### config.mk
export PLATFORM = sky130hd
export DESIGN_NAME = locst_bist_ctrl_flat
export DESIGN_NICKNAME = d
export VERILOG_FILES = /design/src/rtl/locst_bist_ctrl_if.sv /design/src/rtl/locst_bist_ctrl.sv /design/src/flat_wrapper.sv
export SDC_FILE = /design/constraint.sdc
export NUM_CORES = 1
export LEC_CHECK = 0
export ABC_CLOCK_PERIOD_IN_PS = 2550
export CORE_MARGIN = 3
export CORE_UTILIZATION = 45
export CTS_CLUSTER_DIAMETER = 80
export DETAILED_ROUTE_END_ITERATION = 12
export GPL_ROUTABILITY_DRIVEN = 0
export GPL_TIMING_DRIVEN = 0
export MAX_ROUTING_LAYER = met4
export PLACE_DENSITY = 0.85
export SLEW_MARGIN = 5
export SYNTH_ARGS = -nofsm -noshare
export SYNTH_HDL_FRONTEND = slang
export SYNTH_SLANG_ARGS = --single-unit
### constraint.sdc
create_clock -name clk -period 2.55 [get_ports clk]
set_input_delay 0.51 -clock clk [delete_from_list [all_inputs] [get_ports clk]]
set_output_delay 0.51 -clock clk [all_outputs]
set_load 0.01 [all_outputs]
### src/rtl/locst_bist_ctrl_if.sv
`default_nettype none
// ============================================================================
//  Module      : locst_bist_ctrl_if
//  Description : Test-port and SRSG/SISR chain signals of the LOC scan-BIST
//                sequencer, with master (test port) and slave (sequencer) views.
//  Revision    : 1.0  initial release
// ============================================================================
interface locst_bist_ctrl_if #(
  parameter int SIG_W   = 16,
  parameter int SHIFT_W = 8,
  parameter int PAT_W   = 16
);
  logic               start;
  logic               abort;
  logic [SHIFT_W-1:0] cfg_shift_len;
  logic [PAT_W-1:0]   cfg_num_pat;
  logic [SIG_W-1:0]   golden_sig;
  logic [SIG_W-1:0]   sisr_sig;
  logic               NbarT;
  logic               cut_rst;
  logic               srsg_en;
  logic               sisr_en;
  logic               busy;
  logic               done;
  logic               pass;
  logic               fail;
  logic [PAT_W-1:0]   pat_cnt;

  modport master (
    output start, abort, cfg_shift_len, cfg_num_pat, golden_sig, sisr_sig,
    input  NbarT, cut_rst, srsg_en, sisr_en, busy, done, pass, fail, pat_cnt
  );

  modport slave (
    input  start, abort, cfg_shift_len, cfg_num_pat, golden_sig, sisr_sig,
    output NbarT, cut_rst, srsg_en, sisr_en, busy, done, pass, fail, pat_cnt
  );
endinterface
`default_nettype wire

### src/rtl/locst_bist_ctrl.sv
`default_nettype none
// ============================================================================
//  Module      : locst_bist_ctrl
//  Description : LOC scan-BIST sequencer: init, shift, launch/capture and
//                unload phases with an on-chip SISR signature compare.
//  Revision    : 1.0  initial release
// ============================================================================
module locst_bist_ctrl #(
  parameter int SIG_W    = 16,
  parameter int SHIFT_W  = 8,
  parameter int PAT_W    = 16,
  parameter int CAP_CYC  = 2,
  parameter int INIT_CYC = 2
) (
  input  wire logic        clk,
  input  wire logic        rst_n,
  locst_bist_ctrl_if.slave bus
);

  localparam int c_cnt_base = (SHIFT_W > 3) ? SHIFT_W : 3;
  localparam int c_init_w   = (INIT_CYC > 1) ? $clog2(INIT_CYC) : 1;
  localparam int c_cnt_w    = (c_init_w > c_cnt_base) ? c_init_w : c_cnt_base;

  localparam logic [c_cnt_w-1:0] c_cnt_one  = c_cnt_w'(1);
  localparam logic [c_cnt_w-1:0] c_init_ld  = c_cnt_w'(INIT_CYC - 1);
  localparam logic [c_cnt_w-1:0] c_cap_ld   = c_cnt_w'(CAP_CYC - 1);
  localparam logic [SHIFT_W-1:0] c_len_one  = SHIFT_W'(1);
  localparam logic [PAT_W-1:0]   c_pat_one  = PAT_W'(1);
  localparam logic [PAT_W:0]     c_inc_one  = (PAT_W + 1)'(1);

  typedef enum logic [2:0] {
    S_IDLE   = 3'd0,
    S_INIT   = 3'd1,
    S_SHIFT  = 3'd2,
    S_CAP    = 3'd3,
    S_UNLOAD = 3'd4,
    S_CMP    = 3'd5,
    S_DONE   = 3'd6
  } state_t;

  state_t               r_state;
  logic [SHIFT_W-1:0]   r_shift_len;
  logic [PAT_W-1:0]     r_num_pat;
  logic [c_cnt_w-1:0]   r_phase;
  logic [PAT_W-1:0]     r_pat_cnt;
  logic                 r_nbart;
  logic                 r_cut_rst;
  logic                 r_srsg_en;
  logic                 r_sisr_en;
  logic                 r_busy;
  logic                 r_done;
  logic                 r_pass;
  logic                 r_fail;

  logic                 w_phase_end;
  logic [PAT_W:0]       w_pat_inc;
  logic                 w_last_pat;
  logic [c_cnt_w-1:0]   w_shift_ld;
  logic                 w_sig_match;

  assign w_phase_end = (r_phase == '0);
  assign w_pat_inc   = {1'b0, r_pat_cnt} + c_inc_one;
  assign w_last_pat  = (w_pat_inc == {1'b0, r_num_pat});
  assign w_shift_ld  = c_cnt_w'(r_shift_len) - c_cnt_one;
  assign w_sig_match = (bus.sisr_sig == bus.golden_sig);

  // Outputs are set together with the state they belong to, so every
  // output is a flop and changes on the same edge as the state.
  always_ff @(posedge clk or negedge rst_n) begin
    if (!rst_n) begin
      r_state     <= S_IDLE;
      r_shift_len <= c_len_one;
      r_num_pat   <= c_pat_one;
      r_phase     <= '0;
      r_pat_cnt   <= '0;
      r_nbart     <= 1'b0;
      r_cut_rst   <= 1'b1;
      r_srsg_en   <= 1'b0;
      r_sisr_en   <= 1'b0;
      r_busy      <= 1'b0;
      r_done      <= 1'b0;
      r_pass      <= 1'b0;
      r_fail      <= 1'b0;
    end else begin
      r_done <= 1'b0;
      if ((r_state != S_IDLE) && bus.abort) begin
        r_state   <= S_IDLE;
        r_nbart   <= 1'b0;
        r_cut_rst <= 1'b0;
        r_srsg_en <= 1'b0;
        r_sisr_en <= 1'b0;
        r_busy    <= 1'b0;
        r_pass    <= 1'b0;
        r_fail    <= 1'b1;
      end else begin
        case (r_state)
          S_IDLE: begin
            r_cut_rst <= 1'b0;
            r_nbart   <= 1'b0;
            r_srsg_en <= 1'b0;
            r_sisr_en <= 1'b0;
            if (bus.start) begin
              r_state     <= S_INIT;
              // A zero length or count would never terminate; run it as one.
              r_shift_len <= (bus.cfg_shift_len == '0) ? c_len_one : bus.cfg_shift_len;
              r_num_pat   <= (bus.cfg_num_pat == '0) ? c_pat_one : bus.cfg_num_pat;
              r_pat_cnt   <= '0;
              r_pass      <= 1'b0;
              r_fail      <= 1'b0;
              r_cut_rst   <= 1'b1;
              r_busy      <= 1'b1;
              r_phase     <= c_init_ld;
            end
          end
          S_INIT: begin
            if (w_phase_end) begin
              r_state   <= S_SHIFT;
              r_cut_rst <= 1'b0;
              r_nbart   <= 1'b1;
              r_srsg_en <= 1'b1;
              r_sisr_en <= 1'b1;
              r_phase   <= w_shift_ld;
            end else begin
              r_phase <= r_phase - c_cnt_one;
            end
          end
          S_SHIFT: begin
            if (w_phase_end) begin
              r_state   <= S_CAP;
              r_nbart   <= 1'b0;
              r_srsg_en <= 1'b0;
              r_sisr_en <= 1'b0;
              r_phase   <= c_cap_ld;
            end else begin
              r_phase <= r_phase - c_cnt_one;
            end
          end
          S_CAP: begin
            if (w_phase_end) begin
              r_pat_cnt <= (&r_pat_cnt) ? r_pat_cnt : w_pat_inc[PAT_W-1:0];
              r_state   <= w_last_pat ? S_UNLOAD : S_SHIFT;
              r_nbart   <= 1'b1;
              r_srsg_en <= 1'b1;
              r_sisr_en <= 1'b1;
              r_phase   <= w_shift_ld;
            end else begin
              r_phase <= r_phase - c_cnt_one;
            end
          end
          S_UNLOAD: begin
            if (w_phase_end) begin
              r_state   <= S_CMP;
              r_nbart   <= 1'b0;
              r_srsg_en <= 1'b0;
              r_sisr_en <= 1'b0;
            end else begin
              r_phase <= r_phase - c_cnt_one;
            end
          end
          S_CMP: begin
            r_state <= S_DONE;
            r_pass  <= w_sig_match;
            r_fail  <= ~w_sig_match;
            r_done  <= 1'b1;
          end
          S_DONE: begin
            r_state <= S_IDLE;
            r_busy  <= 1'b0;
          end
          default: begin
            r_state   <= S_IDLE;
            r_nbart   <= 1'b0;
            r_cut_rst <= 1'b0;
            r_srsg_en <= 1'b0;
            r_sisr_en <= 1'b0;
            r_busy    <= 1'b0;
          end
        endcase
      end
    end
  end

  assign bus.NbarT   = r_nbart;
  assign bus.cut_rst = r_cut_rst;
  assign bus.srsg_en = r_srsg_en;
  assign bus.sisr_en = r_sisr_en;
  assign bus.busy    = r_busy;
  assign bus.done    = r_done;
  assign bus.pass    = r_pass;
  assign bus.fail    = r_fail;
  assign bus.pat_cnt = r_pat_cnt;

endmodule
`default_nettype wire

### src/flat_wrapper.sv
// flat-port wrapper written by rule: the top's interface ports become plain ports
module locst_bist_ctrl_flat 
#(
  parameter int SIG_W    = 16,
  parameter int SHIFT_W  = 8,
  parameter int PAT_W    = 16,
  parameter int CAP_CYC  = 2,
  parameter int INIT_CYC = 2
)
  (clk, rst_n, bus_start, bus_abort, bus_cfg_shift_len, bus_cfg_num_pat, bus_golden_sig, bus_sisr_sig, bus_NbarT, bus_cut_rst, bus_srsg_en, bus_sisr_en, bus_busy, bus_done, bus_pass, bus_fail, bus_pat_cnt);
  locst_bist_ctrl_if #(.SIG_W(SIG_W), .SHIFT_W(SHIFT_W), .PAT_W(PAT_W)) bus_i ();
  input  wire logic clk;
  input  wire logic rst_n;
  input wire logic [$bits(bus_i.start)-1:0] bus_start;
  input wire logic [$bits(bus_i.abort)-1:0] bus_abort;
  input wire logic [$bits(bus_i.cfg_shift_len)-1:0] bus_cfg_shift_len;
  input wire logic [$bits(bus_i.cfg_num_pat)-1:0] bus_cfg_num_pat;
  input wire logic [$bits(bus_i.golden_sig)-1:0] bus_golden_sig;
  input wire logic [$bits(bus_i.sisr_sig)-1:0] bus_sisr_sig;
  output wire logic [$bits(bus_i.NbarT)-1:0] bus_NbarT;
  output wire logic [$bits(bus_i.cut_rst)-1:0] bus_cut_rst;
  output wire logic [$bits(bus_i.srsg_en)-1:0] bus_srsg_en;
  output wire logic [$bits(bus_i.sisr_en)-1:0] bus_sisr_en;
  output wire logic [$bits(bus_i.busy)-1:0] bus_busy;
  output wire logic [$bits(bus_i.done)-1:0] bus_done;
  output wire logic [$bits(bus_i.pass)-1:0] bus_pass;
  output wire logic [$bits(bus_i.fail)-1:0] bus_fail;
  output wire logic [$bits(bus_i.pat_cnt)-1:0] bus_pat_cnt;
  assign bus_i.start = bus_start;
  assign bus_i.abort = bus_abort;
  assign bus_i.cfg_shift_len = bus_cfg_shift_len;
  assign bus_i.cfg_num_pat = bus_cfg_num_pat;
  assign bus_i.golden_sig = bus_golden_sig;
  assign bus_i.sisr_sig = bus_sisr_sig;
  assign bus_NbarT = bus_i.NbarT;
  assign bus_cut_rst = bus_i.cut_rst;
  assign bus_srsg_en = bus_i.srsg_en;
  assign bus_sisr_en = bus_i.sisr_en;
  assign bus_busy = bus_i.busy;
  assign bus_done = bus_i.done;
  assign bus_pass = bus_i.pass;
  assign bus_fail = bus_i.fail;
  assign bus_pat_cnt = bus_i.pat_cnt;
  locst_bist_ctrl #(.SIG_W(SIG_W), .SHIFT_W(SHIFT_W), .PAT_W(PAT_W), .CAP_CYC(CAP_CYC), .INIT_CYC(INIT_CYC)) u_core (.clk(clk), .rst_n(rst_n), .bus(bus_i));
endmodule
# == After elaboration in Yosys (flattened, before gate mapping) ==
# Index checks and enable logic that the tools add are counted.
# totals
n_memories,0
romBits,0
output_inout_bits,24
elab_cells,97
ram_bits,0
register_bits,57
latch_bits,0
# classes
shifts,0
n_eq_ne,22
n_mux,36
order_cmp,0
bitwise_logic,2
n_reduce_logical,23
div_mod_pow,0
add_sub_neg,3
mul,0
# op_table
op,n
2-to-1 mux 16 bit,4
2-to-1 mux 8 bit,5
case mux 16 bit (2 select lines),1
case mux 8 bit (4 select lines),1
2-to-1 mux 3 bit,7
"inequality test 3 x 1 -> 1 bit, second input constant",6
case mux 3 bit (6 select lines),1
"adder 16 x 1 -> 17 bit, second input constant",1
equality test 17 x 16 -> 1 bit,1
equality test 16 bit,1
logical NOT 16 bit,1
logical NOT 8 bit,2
AND reduction 16 bit,1
"subtractor 8 x 1 -> 8 bit, second input constant",2
2-to-1 mux 1 bit,12
AND reduction 5 bit,2
OR reduction 5 bit,2
"equality test 3 bit, second input constant",3
"inequality test 2 x 1 -> 1 bit, second input constant",4
"equality test 3 x 2 -> 1 bit, second input constant",2
"inequality test 2 bit, second input constant",3
case mux 1 bit (2 select lines),3
case mux 1 bit (3 select lines),2
AND reduction 2 bit,3
11 further kinds,16

# == Logic depth before layout (Yosys ltp) ==
# Gate-level depths: netlist (run 1).
# depth
word_depth,6
mapped_depth,9

# == Least setup slack after synthesis (run 1) ==
# No wires, ideal clock.
# synth_path
kind,register -> register
start,register u_core.r_phase[0]
end,register u_core.r_phase[5]
stages_incl_launch_ff,10
arrival_ns,2.095
slack_ns,0.334
required_ns,2.429
path_cell_list,dfrtp_1 -> inv_1 -> ha_1 -> or3b_2 -> or2_1 -> buf_6 -> a21oi_4 -> nor2_2 -> o2bb2ai_1 -> a22o_1
# synth_between
elab_chain_cells,3
# synth_rtl
item,line_no,source
from (decl),locst_bist_ctrl.sv:44,logic [c_cnt_w-1:0] r_phase;
from (signal assigned),locst_bist_ctrl.sv:112,r_phase <= c_init_ld;
from (signal assigned),locst_bist_ctrl.sv:122,r_phase <= w_shift_ld;
from (signal assigned),locst_bist_ctrl.sv:124,r_phase <= r_phase - c_cnt_one;
subtractor 8 x 1 -> 8 bit / logical NOT 8 bit (equally long branches),n/a,
"2-to-1 mux 8 bit, or another cell as far along",locst_bist_ctrl.sv:151,if (w_phase_end) begin
case mux 8 bit (4 select lines) / AND reduction 4 bit (equally long branches),n/a,
# Parallel ways exist; a longest one is shown, timed or not. The select of a mux whose other input is x is not followed.
# A chain may end at the register's enable or synchronous reset.

# == Final worst setup path (run 1) ==
# layout_path
start,register u_core.r_pat_cnt[0] (netlist: u_core.bus.pat_cnt[0])
end,register u_core.r_state[1]
# layout_between
elab_chain_cells,6
# layout_rtl
item,line_no,source
from (decl),locst_bist_ctrl.sv:45,logic [PAT_W-1:0] r_pat_cnt;
from (signal assigned),locst_bist_ctrl.sv:140,r_pat_cnt <= (&r_pat_cnt) ? r_pat_cnt : w_pat_inc[PAT_W-1:0];
adder 16 x 1 -> 17 bit,locst_bist_ctrl.sv:62,"assign w_pat_inc = {1'b0, r_pat_cnt} + c_inc_one;"
equality test 17 x 16 -> 1 bit,locst_bist_ctrl.sv:63,"assign w_last_pat = (w_pat_inc == {1'b0, r_num_pat});"
2-to-1 mux 3 bit,locst_bist_ctrl.sv:141,r_state <= w_last_pat ? S_UNLOAD : S_SHIFT;
2-to-1 mux 3 bit,locst_bist_ctrl.sv:139,if (w_phase_end) begin
case mux 3 bit (6 select lines),locst_bist_ctrl.sv:96,case (r_state)
2-to-1 mux 3 bit,locst_bist_ctrl.sv:86,if ((r_state != S_IDLE) && bus.abort) begin
to (signal assigned),locst_bist_ctrl.sv:141,
to (decl),locst_bist_ctrl.sv:41,state_t r_state;
# No other way between the ends. The select of a mux whose other input is x is not followed.

==> results of run 1 <==
## synthesized netlist by cell type (8+ instances only)
master / number / area, um2
sky130_fd_sc_hd__nand3_1: 9 / 45.0
sky130_fd_sc_hd__inv_1: 9 / 33.8
sky130_fd_sc_hd__nand2_1: 35 / 131
sky130_fd_sc_hd__dfrtp_1: 54 / 1350
sky130_fd_sc_hd__nand4_1: 12 / 75.1
sky130_fd_sc_hd__mux2_2: 22 / 248
sky130_fd_sc_hd__o21ai_0: 27 / 135
sky130_fd_sc_hd__clkbuf_1: 13 / 48.8
sky130_fd_sc_hd__xor2_1: 8 / 70.1
sky130_fd_sc_hd__a21oi_1: 12 / 60.1
sky130_fd_sc_hd__nor2_1: 28 / 105
sky130_fd_sc_hd__a31oi_1: 11 / 68.8
sky130_fd_sc_hd__xnor2_1: 35 / 307
sky130_fd_sc_hd__nor4_1: 9 / 56.3
## per-stage QoR
stage                     setup TNS [ns]  total power [mW]  util [%]
after floorplan                        0              2.72         -
after global placement            -42.71              3.17      58.9
after detailed placement          -0.238              3.26      59.1
after CTS                              0              4.14      61.7
after global routing                   0              4.46      62.2
final                                  0              4.18      62.2
## cells in the final DEF (no fill, tap or decap), drive strengths merged, types with 11 or more instances in the layout
cell type / n
xnor2: 35
dfrtp: 54
o21ai: 33
clkbuf: 23
a31oi: 11
nor2: 31
clkdlybuf4s50: 81
nand2: 35
buf: 13
a21oi: 14
mux2: 22
nand4: 12
## power by group through the flow
stage | Combinational [mW] | Sequential [mW] | Clock [mW]
6_report | 1.84 | 1.48 | 0.859
5_1_grt | 2.04 | 1.51 | 0.913
4_1_cts | 1.79 | 1.47 | 0.878
3_5_place_dp | 1.78 | 1.48 | 0
3_3_place_gp | 1.70 | 1.46 | 0
2_1_floorplan | 1.31 | 1.41 | 0
## cell type report
class / instances / area (um2) / share of cell area (%)
clock inverter: 6 / 67.6 / 1.40
clock buffer: 10 / 138 / 2.85
buffer: 23 / 123 / 2.54
tap: 102 / 128 / 2.64
inverter: 9 / 33.8 / 0.699
timing repair buffer: 84 / 843 / 17.4
multi-input combinational: 300 / 2070 / 42.9
sequential: 57 / 1430 / 29.6
## worst min-delay path by stage
| stage | end | slack (ns) | cells after the start |
|---|---|---|---|
| floorplan | u_core.bus.NbarT | 0.21 | 0 |
| global placement | u_core.bus.pass | 0.48 | 2 |
| detailed placement | u_core.r_phase[7] | 0.49 | 1 |
| CTS | u_core.bus.pat_cnt[6] | 0.15 | 1 |
| global route | u_core.bus.pat_cnt[6] | 0.18 | 1 |
| finish | u_core.bus.pat_cnt[6] | 0.14 | 1 |
## kinds of logic (layout without fill, tap and decap cells)
logic type               after synthesis  in the layout
AND/OR/NAND/NOR                      127            127
adder cells (fa/ha/maj)                4              4
AO/OA/AOI/OAI                        103            103
XOR/XNOR                              43             43
buffers and inverters                 32            132
flip-flops                            57             57
multiplexers                          23             23
## worst reg2reg max path, cell delays in order (launching register included)
cell	delay, ns
sky130_fd_sc_hd__dfrtp_1	0.48
sky130_fd_sc_hd__ha_1	0.26
sky130_fd_sc_hd__and4_1	0.19
sky130_fd_sc_hd__clkbuf_1	0.22
sky130_fd_sc_hd__nand3_1	0.25
sky130_fd_sc_hd__o31ai_1	0.33
sky130_fd_sc_hd__nand4_1	0.18
sky130_fd_sc_hd__o41a_1	0.41
## repair_timing
action                                  CTS  global route
endpoints found under the hold margin     0             0
resized for setup                         0            12
setup buffers                             0             1
endpoints found under the setup margin    0            33
## per-layer routing
layer  GRT usage, %  part of all wire, %  wire [um]
met5              -                    0          0
met4           9.24                  3.2        314
met3           5.00                  6.3        619
met2           36.7                   50       4930
met1           28.4                   40       3970
## registers in the layout, summed over array words and instances (netlist names)
name	cells
u_core.bus.busy	1
u_core.bus.cut_rst	1
u_core.bus.pass	1
u_core.bus.NbarT	1
u_core.bus.done	1
u_core.bus.pat_cnt	16
u_core.bus.fail	1
u_core.r_shift_len	8
u_core.r_num_pat	16
u_core.r_phase	8
u_core.r_state	3
==> qor.txt, run 1 <==
==========================================================================================
Worst setup path startpoint                                                   u_core.bus.pat_cnt[0]
Clock tree from TritonCTS                                                            built
Count of pins over their slew limit                                                      0
Type of the setup path with the least slack                                   register to register
Mux share of post-synthesis cell area                                                7.11%
Power density over the cells                                                    865 nW/um2
Peak ir drop on the vdd network                                                     520 uV
RSZ-0062 raised after global routing                                                    no
Via count of the first global-routing pass                                           3,365
Sequential group share of total power                                                35.4%
Startpoint of the lowest-slack register-to-register path                      u_core.bus.pat_cnt[0]
# DRC                                                                                    0
Share of the synthesized netlist area taken by xor and xnor gates                    10.4%
R2R depth                                                                                7
Clock power frac                                                                     20.5%
Total routing usage reported by global routing                                       23.0%
Synthesized netlist net count                                                          453
WL/cell                                                                            16.7 um
Largest net degree at the start of global routing                                       37
DRT Pass-1 Iters                                                                         5
Number of max-cap violations                                                             0
Antenna viol nets, final                                                                 0
Asr flop ratio synth                                                                  100%
Number of setup violations in the final report                                           0
Worst-path cell chain                                                         ha_1, and4_1, clkbuf_1, nand3_1, o31ai_1, nand4_1, o41a_1
Total detailed-routing wirelength                                                  9.84 mm
Final Instance Area                                                               4830 um2
Vias after detailed routing                                                          3,487
Top Family by Delay on Critical Path                                          compound AO/OA/AOI/OAI gates
Distinct cells, synth                                                                   62
Die area                                                                          9170 um2
Number of placed I/O pins                                                               84
Worst hold path class                                                         input pin to asynchronous set/reset pin
Share of the cycle needed by the critical path after routing                         95.7%
Buffers added on ports                                                                  82
Post-DP Area                                                                      4590 um2
Mapped cell area                                                                  3630 um2
Hold WS                                                                           0.142 ns
Most frequently used flop master after synthesis                              sky130_fd_sc_hd__dfrtp_1
Total of hold buffers inserted after clock tree synthesis                                0
Root buffer cell                                                              sky130_fd_sc_hd__clkbuf_8
Clock latency on the worst-skew pair                                               0.35 ns
Worst endpoint data arrival time                                                   2.66 ns
Fraction of power spent switching nets                                               38.5%
Final critical-path setup slack                                                   0.110 ns
Launching element type of the critical path                                       register
Relative slew margins                                                                59.8%
Run status                                                                       completed
Number of cells in the finished layout apart from fillers                              591
Compound-Gate Fraction of Synth Area                                                 19.4%
Element type at the critical path end                                             register
Number of standard-cell rows in the floorplan                                           32
Core region area                                                                  7770 um2
Fraction of power consumed by combinational cells                                    44.1%
Number of antenna repair diodes                                                          0
Final Hold Vio Count                                                                     0
Buffers and inverters on the worst path                                                  1
Syn. warnings                                                                            0
Synthesis-to-finish area growth                                                      33.3%
Simple-gate area share of the yosys netlist                                          18.1%
Leakage power total                                                                1.85 nW
First-pass GRT wire length                                                         16.0 mm
Number of antenna violations at the first check in global routing                        0
Count of state elements after synthesis                                                 57
Number of clock buffers inserted by TritonCTS                                            9
Internal power                                                                     2.57 mW
Logic depth of the worst setup path including buffers                                    7
Adder-cell share of the synthesized area                                             1.38%
Cell count after synthesis                                                             389
Remaining Overflow, GRT                                                                  0
Effective utilization at floorplan                                                   46.7%
Number of synthesized flops with an enable pin                                           0
Worst R2R End                                                                 u_core.r_state[1]
Required time of the worst setup path                                              2.77 ns
Net total in the final layout                                                          548
Clock tree skew after final layout                                              0.00759 ns
Synth Area per Inst                                                               9.32 um2
CTS sink count                                                                          57
Fill cell instance count of the final layout                                           650
Layout cell share with drive strength beyond 1                                       14.9%
Endpoint of the worst setup timing path                                       u_core.r_state[1]
Combinational family with the most area after synthesis                       compound AO/OA/AOI/OAI gates
Crit path max-delay cell type                                                 sky130_fd_sc_hd__dfrtp_1
Depth of the CTS H-tree                                                                  3
Maximum clock path buffer count                                                          2
Placed instance count                                                                  574
Die extent in y                                                                    95.8 um
Minimum clock period                                                               2.44 ns
Part of the Yosys area used for sequential elements                                  39.4%
Post-detail-place hpwl                                                             7.47 mm
Power dissipated by switching net loads                                            1.61 mW
Clock edge transition at the registers on the reported setup and hold paths        0.07 ns
Die X                                                                              95.8 um
R2R setup slack                                                                    0.11 ns
Highest attainable clock frequency                                                 410 MHz
Transition time at the pin with the least slew margin                             0.603 ns
Post-placement setup slack                                                      -0.0862 ns
Critical path peak fanout                                                                7
CP max stage delay                                                                 0.48 ns
Via count normalized by instance count                                                5.90
Starting DRC count in detailed routing                                                 231
==========================================================================================
No activity file was read; power rests on OpenSTA's default activity.
==> inputs of run 2 (changes only) <==
--- a/config.mk
+++ b/config.mk
@@ -8,7 +8,7 @@
 export ABC_CLOCK_PERIOD_IN_PS = 2550
 export CORE_MARGIN = 3
 export CORE_UTILIZATION = 45
-export CTS_CLUSTER_DIAMETER = 80
+export CTS_CLUSTER_DIAMETER = 60
 export DETAILED_ROUTE_END_ITERATION = 12
 export GPL_ROUTABILITY_DRIVEN = 0
 export GPL_TIMING_DRIVEN = 0
==> results of run 2 <==
Same layout as run 1: the final DEF is identical, and so are final timing and power.
